[src/rtl/alu16_pkg.sv]
// rtl/alu16_pkg.sv - shared opcodes, width and reset constants for the alu16 block
package alu16_pkg;

  localparam int WIDTH = 16;

  localparam logic [2:0] OP_ADD = 3'b000;
  localparam logic [2:0] OP_SUB = 3'b001;
  localparam logic [2:0] OP_AND = 3'b010;
  localparam logic [2:0] OP_OR  = 3'b011;
  localparam logic [2:0] OP_XOR = 3'b100;
  localparam logic [2:0] OP_NOT = 3'b101;
  localparam logic [2:0] OP_SHL = 3'b110;
  localparam logic [2:0] OP_SHR = 3'b111;

  localparam logic [WIDTH-1:0] RST_OUT_W = '0;
  localparam logic             RST_ZERO  = 1'b1;
  localparam logic             RST_NEG   = 1'b0;

endpackage

[src/rtl/alu16_core.sv]
// rtl/alu16_core.sv - purely combinational 8-op ALU core, usable stand-alone
module alu16_core
  import alu16_pkg::*;
#(
  parameter int W = WIDTH
) (
  input  logic [W-1:0] a,
  input  logic [W-1:0] b,
  input  logic         c,
  input  logic [2:0]   opc,
  output logic [W-1:0] r,
  output logic         z,
  output logic         n
);

  logic [W-1:0] c_ext;

  // Carry/borrow out is discarded, so plain W-bit modular arithmetic suffices.
  assign c_ext = {{(W-1){1'b0}}, c};

  always_comb begin
    r = '0;
    case (opc)
      OP_ADD:  r = a + b + c_ext;
      OP_SUB:  r = a - b - c_ext;
      OP_AND:  r = a & b;
      OP_OR:   r = a | b;
      OP_XOR:  r = a ^ b;
      OP_NOT:  r = ~a;
      OP_SHL:  r = {a[W-2:0], c};
      OP_SHR:  r = {c, a[W-1:1]};
      default: r = '0;
    endcase
  end

  assign z = (r == '0);
  assign n = r[W-1];

endmodule

[src/rtl/alu16_reg.sv]
// rtl/alu16_reg.sv - ALU core with registered result and zero/negative flags
module alu16_reg
  import alu16_pkg::*;
(
  input  logic             clk,
  input  logic             rst_n,
  input  logic [WIDTH-1:0] in_a,
  input  logic [WIDTH-1:0] in_b,
  input  logic             in_c,
  input  logic [2:0]       opc,
  output logic [WIDTH-1:0] out_w,
  output logic             zero,
  output logic             neg
);

  logic [WIDTH-1:0] out_w_d, out_w_q;
  logic             zero_d, zero_q;
  logic             neg_d, neg_q;

  alu16_core #(.W(WIDTH)) u_core (
    .a   (in_a),
    .b   (in_b),
    .c   (in_c),
    .opc (opc),
    .r   (out_w_d),
    .z   (zero_d),
    .n   (neg_d)
  );

  always_ff @(posedge clk or negedge rst_n) begin
    if (!rst_n) begin
      out_w_q <= RST_OUT_W;
      zero_q  <= RST_ZERO;
      neg_q   <= RST_NEG;
    end else begin
      out_w_q <= out_w_d;
      zero_q  <= zero_d;
      neg_q   <= neg_d;
    end
  end

  assign out_w = out_w_q;
  assign zero  = zero_q;
  assign neg   = neg_q;

endmodule

[config.mk]
export PLATFORM = sky130hd
export DESIGN_NAME = alu16_reg
export DESIGN_NICKNAME = d
export VERILOG_FILES = /design/src/rtl/alu16_pkg.sv /design/src/rtl/alu16_core.sv /design/src/rtl/alu16_reg.sv
export SDC_FILE = /design/constraint.sdc
export NUM_CORES = 1
export LEC_CHECK = 0
export CAP_MARGIN = 10
export CORE_ASPECT_RATIO = 0.7
export CORE_MARGIN = 10
export CORE_UTILIZATION = 40
export CTS_BUF_LIST = sky130_fd_sc_hd__clkbuf_16
export DETAILED_ROUTE_END_ITERATION = 8
export GPL_TIMING_DRIVEN = 0
export PLACE_DENSITY = 0.63
export REMOVE_ABC_BUFFERS = 1
export SYNTH_ARGS = -nofsm -noshare
export SYNTH_HDL_FRONTEND = slang
export SYNTH_SLANG_ARGS = --single-unit
[constraint.sdc]
create_clock -name clk -period 1.8 [get_ports clk]
set_clock_uncertainty 0.05 [all_clocks]
set_input_delay 0.18 -clock clk [delete_from_list [all_inputs] [get_ports clk]]
set_output_delay 0.18 -clock clk [all_outputs]
set_load 0.1 [all_outputs]
==> results.json <==
{
  "status": "complete, but fails checks",
  "violations": "negative setup slack",
  "p_leak_nw": 2.26,
  "hp-class": "input port to asynchronous set/reset pin",
  "synth_compound_area_share_pct": 25.5,
  "vdd_drop_max_mv": 0.334,
  "track_usage_pct": 17.5,
  "cp-end-kind": "flop",
  "period_needed_ps": 3420,
  "layout_common_cells": "40 x buf_4, 39 x inv_1, 36 x nor2_1",
  "num_io_pins": 56,
  "synth_edf_count": 0,
  "critPathRequiredTime_ps": 1900,
  "h-tree-depth": 1,
  "overflow": 0,
  "synth_area_leaders": "ha_1 21%, dfrtp_1 11%, inv_1 5.3%",
  "power_mw": 3.21,
  "area_growth_pct": 45.4,
  "core_area_um2": 8580,
  "final_core_util_pct": 60.6,
  "synthCells": 448,
  "start_kind": "input port",
  "fin_crit_sh_pct": 190,
  "synth_seq_cells": 17,
  "setup_viol": 16,
  "synthMuxAreaShare_pct": 6.95,
  "worstMarginPinSlew_ps": 1330,
  "layout_commonest_cell": "buf_4",
  "seq_area_um2": 427,
  "setup_ws_ps": -1620,
  "grt_max_degree": 34,
  "drive_above_1_share_pct": 31.0,
  "multi_input_area_um2": 3440,
  "ys_types": 64,
  "antenna_left": 0,
  "finalInstanceArea_um2": 5200,
  "drt_iter0_markers": 354,
  "busiest_layer": "met2",
  "drc": 0,
  "dp.final_hpwl_um": 8780,
  "synth_top_family_by_area": "compound AO/OA/AOI/OAI gates",
  "synthSimpleGateAreaFrac_pct": 17.1,
  "cts_tree": "done",
  "initial_utilization_pct": 41.7,
  "synth_fa_ha_area_share_pct": 23.2,
  "slew_headroom_pct": 10.6,
  "avgSynthCellArea_um2": 7.99,
  "gp_congestion": 0.944,
  "gr-usage-met3_pct": 3.37,
  "yosys.area.top_type_share_pct": 21.0,
  "drv_cap": 0,
  "post_drt_via_cell_ratio": 5.79,
  "hold_ws_ps": 310,
  "wire_per_inst_um": 19.3,
  "path_max_fanout": 4,
  "routed_wl_um": 12600,
  "path_clk_slew_ps": 50,
  "cts_buffer_depth": 2,
  "vias": 3776,
  "nets": 635,
  "io_buffers": 55,
  "p_per_area_nw_per_um2": 617,
  "grt_use_met2_pct": 27.9,
  "synth-xor-area-share_pct": 5.87,
  "cp.arrival_ps": 3520,
  "grt_first_pass_wirelength_um": 19400,
  "fmax_mhz": 292,
  "clock-root-buffer": "clkbuf_16",
  "hold_viol": 0,
  "synth_area_um2": 3580,
  "grt_use_met1_pct": 24.0,
  "antenna_found_initial": 0,
  "grt_pass1_vias": 3743,
  "dieArea_um2": 13200,
  "crit_type": "input port to flop",
  "yosysWarnings": 0,
  "die_h_um": 99.2,
  "cts_made_buffers": 3,
  "ys_seq_area_share_pct": 11.9,
  "diodes": 0,
  "pre_cts_ws_ps": -2480,
  "yosys_most_used_dff": "dfrtp_1",
  "rsz0062_at_grt": "true",
  "place_area_um2": 4180,
  "die_w_um": 133,
  "num_rows": 28,
  "clock_sinks": 17,
  "dr.pass1.iters": 5,
  "fill_cells": 741,
  "maxSlewViolCount": 0,
  "yosys.area.top_type": "ha_1",
  "async_flop_share_pct": 100
}
[layout make-up]
class,count,share of cell area [%]
Multi-Input combinational cell,358,66.0
Timing Repair Buffer,100,17.3
Sequential cell,17,8.20
Inverter,53,4.06
Tap cell,120,2.88
Clock buffer,3,1.44
Clock inverter,1,0.0721
[stage by stage]
stage          instances  TNS [ps]
3_3_place_gp         603    -34550
3_5_place_dp         605    -23490
2_1_floorplan        428     -6860
6_report             652     -8520
5_1_grt              652     -9380
4_1_cts              638     -6430
[cells by family (layout without fill, tap and decap cells)]
group,after synthesis,in the layout
XOR/XNOR,24,24
adder cells (fa/ha/maj),64,64
buffers and inverters,73,157
multiplexers,21,21
flip-flops,17,17
AO/OA/AOI/OAI,130,130
AND/OR/NAND/NOR,119,119
[synth_stat cells, types with 3 or more instances]
cell type and n:
xor2_1 6, a211o_1 3, clkbuf_1 4, nand3b_1 6, a31oi_1 7, a221oi_1 7, o21ai_0 23, nand2b_1 6
a221o_1 4, buf_4 4, buf_6 6, and2_1 6, ha_1 60, buf_2 4, o221ai_1 4, o211ai_1 6
xnor2_1 18, fa_1 4, and3_1 4, a222oi_1 3, inv_1 51, a21o_1 9, mux4_2 3, a21oi_1 22
nand3_1 7, a22oi_1 4, nand2_1 23, nor3_1 9, a211oi_1 8, nor2b_1 5, dfrtp_1 16, nor2_1 38
mux2i_1 17, o21a_1 3, o22ai_1 10
[state kept, by name, indices dropped and copies added, names as in the netlist]
| register | count |
|---|---|
| zero | 1 |
| neg | 1 |
| out_w | 15 |
[report_power, final]
part / leakage, nW / total (mW) / switching [mW] / internal, mW
registers: 0.202 / 0.451 / 0.0119 / 0.439
clock network: 0.0423 / 0.421 / 0.128 / 0.293
logic: 2.01 / 2.34 / 1.43 / 0.914
total: 2.26 / 3.21 / 1.57 / 1.65
[per-layer routing]
layer / share of wire, % / wire length, um / up-vias
met2: 44 / 5570 / 149
met4: 0.37 / 47 / 0
li1: - / - / 1794
met3: 7.7 / 968 / 7
met1: 48 / 5970 / 1826
met5: 0 / 0 / -
[worst max-delay path, cell delays in order]
cell,delay [ps]
buf_8,110
inv_6,60
fa_2,440
buf_4,160
ha_4,160
o21ai_4,200
nand2_1,100
xor2_1,150
a211o_1,380
a2111oi_4,280
or4b_4,490
or4b_4,510
nor4bb_4,300
[final timing paths]
path | start | end | slack [ps] | depth (start not counted)
max in group asynchronous | rst_n | out_w[7] | 950 | 1
hold / removal | rst_n | neg | 310 | 1
setup / recovery | in_a[0] | zero | -1620 | 13
min in group clk | in_a[6] | out_w[5] | 510 | 4
[repair_timing]
action                     4_1_cts  5_1_grt
cloned                           0        0
setup buffers                   29       15
gates resized for setup        189       43
hold buffers                     0        0
pin swaps                       39       32
setup endpoints to repair       35       17
(Power assumes the default switching activity.)
